--- src/rtl/imx_frame_pattern_gen_pkg.sv ---
// Shared encodings for the IMX frame pattern generator: FSM states, payload modes,
// sync-code length and the row-entry helper.
package imx_pattern_pkg;

  typedef enum logic [2:0] {
    ST_IDLE    = 3'd0,
    ST_VBLANK  = 3'd1,
    ST_HBLANK  = 3'd2,
    ST_DELAY   = 3'd3,
    ST_SYNC    = 3'd4,
    ST_PAYLOAD = 3'd5
  } state_e;

  typedef enum logic [1:0] {
    MODE_ZERO = 2'd0,
    MODE_INC  = 2'd1,
    MODE_LANE = 2'd2,
    MODE_WALK = 2'd3
  } mode_e;

  localparam int SYNC_LEN = 4;

  // First state of a row: zero-length blanking/delay phases are skipped entirely.
  function automatic state_e row_entry(input logic hblankNz, input logic delayNz);
    if (hblankNz)     return ST_HBLANK;
    else if (delayNz) return ST_DELAY;
    else              return ST_SYNC;
  endfunction

endpackage

--- src/rtl/imx_frame_pattern_gen_lane.sv ---
// One payload byte lane: derives the byte for word index word_i on lane LANE_IDX.
module imx_lane_pattern
  import imx_pattern_pkg::*;
#(
  parameter int LANE_IDX = 0
) (
  input  mode_e       mode_i,
  input  logic [7:0]  word_i,
  output logic [7:0]  byte_o
);
  localparam logic [7:0] LaneByte = LANE_IDX[7:0];

  logic [7:0] sum;

  always_comb begin
    sum = word_i + LaneByte;
    case (mode_i)
      MODE_ZERO: byte_o = 8'h00;
      MODE_INC:  byte_o = sum;
      MODE_LANE: byte_o = LaneByte;
      default:   byte_o = 8'h01 << sum[2:0];
    endcase
  end
endmodule

--- src/rtl/imx_frame_pattern_gen.sv ---
// Frame/row timing generator: VS/HS framing, 4-byte row sync code and a selectable
// test payload on LANE_WIDTH byte lanes, plus a completed-frame counter.
module imx_frame_pattern_gen
  import imx_pattern_pkg::*;
#(
  parameter int          LANE_WIDTH = 8,
  parameter int          CNT_WIDTH  = 16,
  parameter logic [31:0] SYNC_CODE  = 32'h7F80_0040
) (
  input  logic                    clk,
  input  logic                    rst,
  input  logic                    i_enable,
  input  logic [1:0]              i_mode,
  input  logic [CNT_WIDTH-1:0]    i_vblank,
  input  logic [CNT_WIDTH-1:0]    i_rows,
  input  logic [CNT_WIDTH-1:0]    i_hblank,
  input  logic [CNT_WIDTH-1:0]    i_start_delay,
  input  logic [CNT_WIDTH-1:0]    i_row_words,
  output logic                    o_vs,
  output logic                    o_hs,
  output logic [8*LANE_WIDTH-1:0] o_data,
  output logic                    o_data_valid,
  output logic [31:0]             o_frame_count,
  output logic                    o_busy
);
  localparam logic [CNT_WIDTH-1:0] One      = CNT_WIDTH'(1);
  localparam logic [CNT_WIDTH-1:0] SyncLast = CNT_WIDTH'(SYNC_LEN - 1);

  state_e                  state_q, state_d;
  mode_e                   mode_q, mode_d;
  logic [CNT_WIDTH-1:0]    cnt_q, cnt_d, row_q, row_d;
  logic [CNT_WIDTH-1:0]    vblank_q, vblank_d, rows_q, rows_d, hblank_q, hblank_d;
  logic [CNT_WIDTH-1:0]    delay_q, delay_d, words_q, words_d;
  logic [31:0]             frameCnt_q, frameCnt_d;
  logic                    vs_q, vs_d, hs_q, hs_d, valid_q, valid_d, busy_q, busy_d;
  logic [8*LANE_WIDTH-1:0] data_q, data_d, laneData;
  logic [31:0]             syncWord;
  logic                    startFrame;

  always_ff @(posedge clk) begin
    if (rst) begin
      state_q    <= ST_IDLE;
      mode_q     <= MODE_ZERO;
      cnt_q      <= '0;
      row_q      <= '0;
      vblank_q   <= '0;
      rows_q     <= '0;
      hblank_q   <= '0;
      delay_q    <= '0;
      words_q    <= '0;
      frameCnt_q <= '0;
      vs_q       <= 1'b0;
      hs_q       <= 1'b0;
      valid_q    <= 1'b0;
      busy_q     <= 1'b0;
      data_q     <= '0;
    end else begin
      state_q    <= state_d;
      mode_q     <= mode_d;
      cnt_q      <= cnt_d;
      row_q      <= row_d;
      vblank_q   <= vblank_d;
      rows_q     <= rows_d;
      hblank_q   <= hblank_d;
      delay_q    <= delay_d;
      words_q    <= words_d;
      frameCnt_q <= frameCnt_d;
      vs_q       <= vs_d;
      hs_q       <= hs_d;
      valid_q    <= valid_d;
      busy_q     <= busy_d;
      data_q     <= data_d;
    end
  end

  // Config is captured only at frame start, so mid-frame changes wait for the next frame.
  always_comb begin
    state_d    = state_q;
    mode_d     = mode_q;
    cnt_d      = cnt_q;
    row_d      = row_q;
    vblank_d   = vblank_q;
    rows_d     = rows_q;
    hblank_d   = hblank_q;
    delay_d    = delay_q;
    words_d    = words_q;
    frameCnt_d = frameCnt_q;
    startFrame = 1'b0;
    case (state_q)
      ST_IDLE: startFrame = i_enable;
      ST_VBLANK:
        if (cnt_q == vblank_q - One) begin
          state_d = row_entry(hblank_q != '0, delay_q != '0);
          cnt_d   = '0;
        end else cnt_d = cnt_q + One;
      ST_HBLANK:
        if (cnt_q == hblank_q - One) begin
          state_d = row_entry(1'b0, delay_q != '0);
          cnt_d   = '0;
        end else cnt_d = cnt_q + One;
      ST_DELAY:
        if (cnt_q == delay_q - One) begin
          state_d = ST_SYNC;
          cnt_d   = '0;
        end else cnt_d = cnt_q + One;
      ST_SYNC:
        if (cnt_q == SyncLast) begin
          state_d = ST_PAYLOAD;
          cnt_d   = '0;
        end else cnt_d = cnt_q + One;
      ST_PAYLOAD:
        if (cnt_q == words_q - One) begin
          cnt_d = '0;
          if (row_q + One == rows_q) begin
            row_d      = '0;
            frameCnt_d = frameCnt_q + 32'd1;
            if (i_enable) startFrame = 1'b1;
            else          state_d    = ST_IDLE;
          end else begin
            row_d   = row_q + One;
            state_d = row_entry(hblank_q != '0, delay_q != '0);
          end
        end else cnt_d = cnt_q + One;
      default: state_d = ST_IDLE;
    endcase
    if (startFrame) begin
      mode_d   = mode_e'(i_mode);
      vblank_d = i_vblank;
      rows_d   = (i_rows == '0) ? One : i_rows;
      hblank_d = i_hblank;
      delay_d  = i_start_delay;
      words_d  = (i_row_words == '0) ? One : i_row_words;
      cnt_d    = '0;
      row_d    = '0;
      state_d  = (i_vblank != '0) ? ST_VBLANK
                                  : row_entry(i_hblank != '0, i_start_delay != '0);
    end
  end

  for (genvar n = 0; n < LANE_WIDTH; n++) begin : gLane
    imx_lane_pattern #(.LANE_IDX(n)) uLane (
      .mode_i (mode_d),
      .word_i (cnt_d[7:0]),
      .byte_o (laneData[8*n +: 8])
    );
  end

  // Outputs are decoded from the next state so the registered outputs line up with state_q.
  always_comb begin
    vs_d     = 1'b0;
    hs_d     = 1'b0;
    valid_d  = 1'b0;
    data_d   = '0;
    busy_d   = (state_d != ST_IDLE);
    syncWord = SYNC_CODE << {cnt_d[1:0], 3'b000};
    case (state_d)
      ST_HBLANK: vs_d = 1'b1;
      ST_DELAY: begin
        vs_d = 1'b1;
        hs_d = 1'b1;
      end
      ST_SYNC: begin
        vs_d    = 1'b1;
        hs_d    = 1'b1;
        valid_d = 1'b1;
        data_d  = {LANE_WIDTH{syncWord[31:24]}};
      end
      ST_PAYLOAD: begin
        vs_d    = 1'b1;
        hs_d    = 1'b1;
        valid_d = 1'b1;
        data_d  = laneData;
      end
      default: ;
    endcase
  end

  assign o_vs          = vs_q;
  assign o_hs          = hs_q;
  assign o_data        = data_q;
  assign o_data_valid  = valid_q;
  assign o_frame_count = frameCnt_q;
  assign o_busy        = busy_q;
endmodule

--- config.mk ---
export PLATFORM = sky130hd
export DESIGN_NAME = imx_frame_pattern_gen
export DESIGN_NICKNAME = d
export VERILOG_FILES = /design/src/rtl/imx_frame_pattern_gen_pkg.sv /design/src/rtl/imx_frame_pattern_gen_lane.sv /design/src/rtl/imx_frame_pattern_gen.sv
export SDC_FILE = /design/constraint.sdc
export NUM_CORES = 1
export LEC_CHECK = 0
export ABC_CLOCK_PERIOD_IN_PS = 4350
export CAP_MARGIN = 0
export CORE_MARGIN = 3
export CORE_UTILIZATION = 50
export CTS_BUF_LIST = sky130_fd_sc_hd__clkbuf_4 sky130_fd_sc_hd__clkbuf_8 sky130_fd_sc_hd__clkbuf_16
export CTS_CLUSTER_SIZE = 16
export DETAILED_ROUTE_END_ITERATION = 8
export GPL_TIMING_DRIVEN = 0
export HOLD_SLACK_MARGIN = 0.15
export PLACE_DENSITY = 0.83
export SYNTH_ARGS = -nofsm -noshare
export SYNTH_HDL_FRONTEND = slang
export SYNTH_SLANG_ARGS = --single-unit
--- constraint.sdc ---
create_clock -name clk -period 4.35 [get_ports clk]
set_input_delay 0.87 -clock clk [delete_from_list [all_inputs] [get_ports clk]]
set_output_delay 0.87 -clock clk [all_outputs]
set_load 0.02 [all_outputs]
# After elaboration in Yosys (flattened, before gate mapping)
# Cells that the tools add are included.
[word_totals] out_inout_bits=100 in_bits=85 register_bits=217 wordCells=115
[classes] mux=41 reduce_logical=18 n_eq_ne=17 addsub=14 n_shift=9
[ops] op="$pmux 8 s3" count=7
[ops] op="$mux 16" count=8
[ops] op="$pmux 64 s2" count=1
[ops] op="$eq 16x16->1" count=5
[ops] op="$pmux 16 s5" count=1
[ops] op="$reduce_bool 16->1" count=5
[ops] op="$shl 1x3->8 const A" count=8
[ops] op="$sub 16x1->16 const B" count=4
[ops] op="$mux 3" count=13
[ops] op="$add 16x1->16 const B" count=2
[ops] op="$add 32x1->32 const B" count=1
[ops] op="$add 8x3->8 const B" count=4
[ops] op="$logic_not 16->1" count=2
[ops] op="$shl 31x5->32 const A" count=1
[ops] op="$pmux 3 s6" count=1
[ops] op="$add 8x2->8 const B" count=2
[ops] op="$eq 16x2->1 const B" count=1
[ops] op="$pmux 8 s2" count=1
[ops] op="$eq 3x2->1 const B" count=4
[ops] op="$eq 3x3->1 const B" count=4
[ops] op="$add 8x1->8 const B" count=1
[ops] op="$mux 8" count=1
[ops] op="$mux 1" count=6
[ops] op="$reduce_or 2->1" count=3
[ops] op="other kinds (13)" count=13

# Logic depth before layout (Yosys ltp)
[depth] depth_word=10 depth_mapped=20 ltp_nobuf=18

# Hierarchy
# A second synthesis with hierarchy kept.
[unflattened] hier_cells=1743 area_unflattened_um2=13529.2
[modules_own_cells] module="imx_frame_pattern_gen" area_each_um2=11295.8 cells_each=1419 n_inst=1 seq_area_each_um2=4344.2
[modules_own_cells] module="imx_lane_pattern (gLane[7].uLane)" area_each_um2=321.6 cells_each=48 n_inst=1 seq_area_each_um2=0.0
[modules_own_cells] module="imx_lane_pattern (gLane[3].uLane)" area_each_um2=310.3 cells_each=46 n_inst=1 seq_area_each_um2=0.0
[modules_own_cells] module="imx_lane_pattern (gLane[1].uLane)" area_each_um2=305.3 cells_each=41 n_inst=1 seq_area_each_um2=0.0
[modules_own_cells] module="imx_lane_pattern (gLane[5].uLane)" area_each_um2=290.3 cells_each=43 n_inst=1 seq_area_each_um2=0.0
[modules_own_cells] module="imx_lane_pattern (gLane[2].uLane)" area_each_um2=286.5 cells_each=43 n_inst=1 seq_area_each_um2=0.0
[modules_own_cells] module="imx_lane_pattern (gLane[6].uLane)" area_each_um2=274.0 cells_each=40 n_inst=1 seq_area_each_um2=0.0
[modules_own_cells] module="imx_lane_pattern (gLane[4].uLane)" area_each_um2=246.5 cells_each=38 n_inst=1 seq_area_each_um2=0.0
[modules_own_cells] module="imx_lane_pattern (gLane[0].uLane)" area_each_um2=198.9 cells_each=25 n_inst=1 seq_area_each_um2=0.0

# Worst setup path before layout
# No wires, ideal clock.
[synth_path] path_kind="reg2reg" from="register words_q[0]" to="register data_q[10] (netlist: o_data[10])" slack_ps=-269 required_time_ps=4276 t_arrival_ps=4545 n_path_buf=3 synth_period_minus_slack_ps=4619 setup_ps=74 path_stages_with_launch=19 path_cell_list="dfxtp_1 > inv_1 > ha_1 > nor3b_1 > nand2_1 > or3_1 > a221o_1 > or4_1 > buf_6 > nor3_4 > o21a_4 > buf_4 > or3_1 > inv_1 > ha_1 > ha_1 > clkbuf_1 > mux2_2 > o21ai_0"
[synth_via] elab_chain_cells=9 elab_cells_between_ends=21 classes_between="add/sub (2); eq/ne (5); shift (2); mux (11); reduce/logical (1)"
[synth_rtl] item="from (decl)" line="imx_frame_pattern_gen.sv:33" rtl="logic [CNT_WIDTH-1:0] delay_q, delay_d, words_q, words_d;"
[synth_rtl] item="from (signal assigned)" line="imx_frame_pattern_gen.sv:66" rtl="words_q <= words_d;"
[synth_rtl] item="$sub 16x1->16 *" line="imx_frame_pattern_gen.sv:112" rtl="if (cnt_q == words_q - One) begin"
[synth_rtl] item="$eq 16x16->1 *" line="imx_frame_pattern_gen.sv:112"
[synth_rtl] item="$mux 16 or $mux 1 (tied branches)" line="imx_frame_pattern_gen.sv:112"
[synth_rtl] item="$pmux 16 s5 or $pmux 1 s2 (tied branches)" line="imx_frame_pattern_gen.sv:89" rtl="case (state_q)"
[synth_rtl] item="$mux 8 *" line="imx_frame_pattern_gen.sv:126" rtl="if (startFrame) begin"
[synth_rtl] item="net cnt_d[1]" line="imx_frame_pattern_gen.sv:31" rtl="logic [CNT_WIDTH-1:0] cnt_q, cnt_d, row_q, row_d;"
[synth_rtl] item="$add 8x1->8" line="imx_frame_pattern_gen_lane.sv:16" rtl="sum = word_i + LaneByte;"
[synth_rtl] item="$shl 1x3->8" line="imx_frame_pattern_gen_lane.sv:21" rtl="default: byte_o = 8'h01 << sum[2:0];"
[synth_rtl] item="$pmux 8 s3" line="imx_frame_pattern_gen_lane.sv:17" rtl="case (mode_i)"
[synth_rtl] item="$pmux 64 s2 *" line="imx_frame_pattern_gen.sv:156" rtl="case (state_d)"
[synth_rtl] item="to (signal assigned)" line="imx_frame_pattern_gen.sv:72" rtl="data_q <= data_d;"
[synth_rtl] item="to (decl)" line="imx_frame_pattern_gen.sv:36" rtl="logic [8*LANE_WIDTH-1:0] data_q, data_d, laneData;"
# Mark *: on every way through the listed nets, which the timed path passes. The rest lies on a longest branch.
# A chain may end at the register's enable or synchronous reset.

# Worst setup path in the final report
[layout_path] from="register hblank_q[3]" to="register data_q[47] (netlist: o_data[47])"
[layout_via] elab_chain_cells=9 elab_cells_between_ends=20 classes_between="add/sub (2); eq/ne (3); shift (2); mux (12); reduce/logical (1)"
[layout_rtl] item="from (decl)" line="imx_frame_pattern_gen.sv:32" rtl="logic [CNT_WIDTH-1:0] vblank_q, vblank_d, rows_q, rows_d, hblank_q, hblank_d;"
[layout_rtl] item="from (signal assigned)" line="imx_frame_pattern_gen.sv:64" rtl="hblank_q <= hblank_d;"
[layout_rtl] item="$sub 16x1->16 *" line="imx_frame_pattern_gen.sv:97" rtl="if (cnt_q == hblank_q - One) begin"
[layout_rtl] item="$eq 16x16->1 *" line="imx_frame_pattern_gen.sv:97"
[layout_rtl] item="$mux 16 *" line="imx_frame_pattern_gen.sv:97"
[layout_rtl] item="$pmux 16 s5 *" line="imx_frame_pattern_gen.sv:89"
[layout_rtl] item="$mux 8 *" line="imx_frame_pattern_gen.sv:126"
[layout_rtl] item="net cnt_d[1]" line="imx_frame_pattern_gen.sv:31"
[layout_rtl] item="$add 8x3->8" line="imx_frame_pattern_gen_lane.sv:16"
[layout_rtl] item="$shl 1x3->8" line="imx_frame_pattern_gen_lane.sv:21"
[layout_rtl] item="$pmux 8 s3" line="imx_frame_pattern_gen_lane.sv:17"
[layout_rtl] item="$pmux 64 s2 *" line="imx_frame_pattern_gen.sv:156"
# Marked as above.

==> flow_metrics.tcl <==
set metrics [dict create \
    fin_cells 2236 \
    fin_util_pct 70.8 \
    m1WireLength_mm 19.4 \
    synth-seq-area-share_pct 33.9 \
    p_leak_nw 6.41 \
    synthTopCellsByArea "dfxtp_1 34%, nand2_1 5.9%, a21oi_1 5.8%" \
    drc 0 \
    wl_per_cell_um 21.4 \
    antenna_found_initial 0 \
    syn_area_um2 12800 \
    rsz0062_at_grt "yes" \
    fin_skew_ns 0.0159 \
    dpl.hpwl_mm 33.1 \
    fin_ws_ns -0.149 \
    holdCritPathClass "register to register" \
    die_area_um2 27600 \
    syn-instance-count 1628 \
    yosys.cell_count.top_type "dfxtp_1" \
    slew_headroom_pct 17.5 \
    multi_input_area_um2 8730 \
    drv_slew 0 \
    synth.top_cell.area_share_pct 33.9 \
    route.met2.wl_mm 21.3 \
    cts.sinks 217 \
    cts.path.max_buffers 3 \
    syn_to_final_growth_pct 36.8 \
    postRouteAntennaNets 0 \
    drt-vias-per-instance 6.35 \
    grt-ovfl-total 0 \
    die_w_um 166 \
    status "finished, violations left" \
    finalCritPeriodShare_pct 103 \
    holdWs_ns 0.485 \
    num_antenna_cells 0 \
    ir_worst_vdd_v 0.000303 \
    die_y_um 166 \
    placed_cells 2134 \
    postLayoutCellArea_um2 17500 \
    synth_top_area_cell "dfxtp_1" \
    fmax_ghz 0.222 \
    ys_warn_count 0 \
    grt_pass1_vias 13400 \
    wl_mm 47.7 \
    topRoutingLayerUsed "met4" \
    vias 14200 \
    tightest_slew_ns 1.23 \
    drtIter0Drc 1625 \
    arrival_ns 4.87 \
    end_kind "register" \
    worstSkewPairLatency_ns 0.53 \
    ys_ff_latch 217 \
    fillers 1953 \
    finalSetupViolCount 18 \
    power.density_nw_per_um2 304 \
    clk_pin_slew_worst_paths_ns 0.06 \
    finalHoldViolations 0 \
    async_reset_ff_share_pct 0 \
    cp_max_fo 5 \
    htree_levels 1 \
    dr.pass1.iters 8 \
    start_kind "register" \
    core-area_um2 24700 \
    register_area_um2 4380 \
    postSynthAreaPerCell_um2 7.86 \
    path_class "register to register" \
    met3WireLength_mm 4.72 \
    synthFlopType "dfxtp_1" \
    clock-root-buffer "clkbuf_16" \
    ys_top_cells_by_count "217 x dfxtp_1, 201 x nand2_1, 149 x a21oi_1" \
    dpl_cell_area_um2 15100 \
    synth_fp_nets 1735 \
    failed_checks "negative setup slack" \
    io_buffers 182 \
    grt_pass1_wl_mm 72.2 \
    cts_tree "done" \
    synth.distinct_cells 95 \
    numCtsBuffers 24 \
    nets 2001 \
    grt_usage_pct 31.8 \
    crit_required_ns 4.72 \
    routabilityCongestion 0.989 \
    grt_max_degree 15 \
    drive_gt1_share_pct 18.4 \
    io_pins 185 \
    period_minus_slack_ns 4.50 \
    initial_core_util_pct 51.7 \
    min_delay_path_depth 2 \
    synth_edf_count 0 \
    drv_cap 0 \
    r2r_cells 18 \
    rows 57 \
]
==> report_power, final <==
group	switching [W]	leakage (nW)	internal, W
clock	0.000864	0.419	0.00130
combinational	0.000590	4.22	0.000446
sequential	0.0000743	1.77	0.00204
total	0.00153	6.41	0.00379
==> worst paths after layout <==
| check | startpoint | endpoint | slack [ns] |
|---|---|---|---|
| setup / recovery | hblank_q[3] | o_data[47] | -0.15 |
| hold / removal | vblank_q[15] | vblank_q[15] | 0.49 |
| setup reg to reg | hblank_q[3] | o_data[47] | -0.15 |
| hold reg to reg | vblank_q[15] | vblank_q[15] | 0.49 |
==> flip-flops by register name, summed over array words and instances (netlist names), 2 cells and up <==
register and count:
o_data 64, hblank_q 16, delay_q 16, row_q 16
mode_q 2, state_q 3, o_frame_count 32, cnt_q 16
vblank_q 16, rows_q 16, words_q 16
==> layer usage <==
metal / vias to the layer above / GRT usage [%]
met5: - / 0
met4: 0 / 11.5
met3: 192 / 5.64
met2: 877 / 52.0
met1: 6721 / 42.4
li1: 6414 / -
==> worst max-delay path: stages (launching register included) <==
cell        delay, ns
dfxtp_4          0.34
or4_4            0.57
or4_1            0.48
a211o_1          0.32
a32oi_2          0.24
o2111a_2         0.28
o22ai_4          0.11
nor3_4           0.33
or3_4            0.24
clkinvlp_4       0.12
buf_4            0.14
buf_6            0.11
ha_4             0.17
ha_4             0.27
buf_12           0.13
clkbuf_16        0.15
and3_1           0.13
nand3_1          0.08
nand3_1          0.13
==> timing repair <==
action / in CTS / in global routing
cloned: 1 / 1
pin swaps: 34 / 51
hold buffers: 0 / 0
resized for setup: 139 / 109
endpoints found under the setup margin: 112 / 92
setup buffers: 51 / 30
==> through the flow <==
| stage | TNS (ns) | setup slack (ns) | total power [W] |
|---|---|---|---|
| final | -1.10 | -0.149 | 0.00532 |
| after global placement | -82.51 | -1.47 | 0.00293 |
| after global routing | -4.85 | -0.322 | 0.00550 |
| after detailed placement | -75.35 | -1.43 | 0.00295 |
| after CTS | -0.0326 | -0.0326 | 0.00520 |
| after floorplan | 0 | 0.00801 | 0.00267 |
==> placed cells by master (no fill, tap or decap), types with 38 or more instances in the layout <==
cell type        netlist  layout
nand2_1              201     194
clkdlybuf4s50_1        0     182
a21oi_1              149     140
xnor2_1               75      73
nor2_1               132     127
xor2_1                76      76
nand3_1               45      42
o21ai_0               75      59
clkbuf_1              73      38
buf_4                  3      66
dfxtp_1              217     195
==> cells by family (layout without fill, tap and decap cells) <==
group	after synthesis	in the layout	share of synthesized area, %
compound gates	394	394	19.8
xor+xnor	152	152	10.5
fa+ha+maj	22	22	2.15
buf+inv	149	432	4.90
flops	217	217	33.9
mux	9	9	0.723
simple gates	685	686	28.0
==> final cells by class <==
type                            instances  area share [%]
Timing Repair Buffer                  261            14.5
Inverter                               38           0.872
Multi-Input combinational cell       1263            49.9
Sequential cell                       217            25.0
Buffer                                 89            2.57
Tap cell                              324            2.32
Clock buffer                           31            3.94
Clock inverter                         13           0.893
Note: power is estimated with default switching activity, not from simulation.
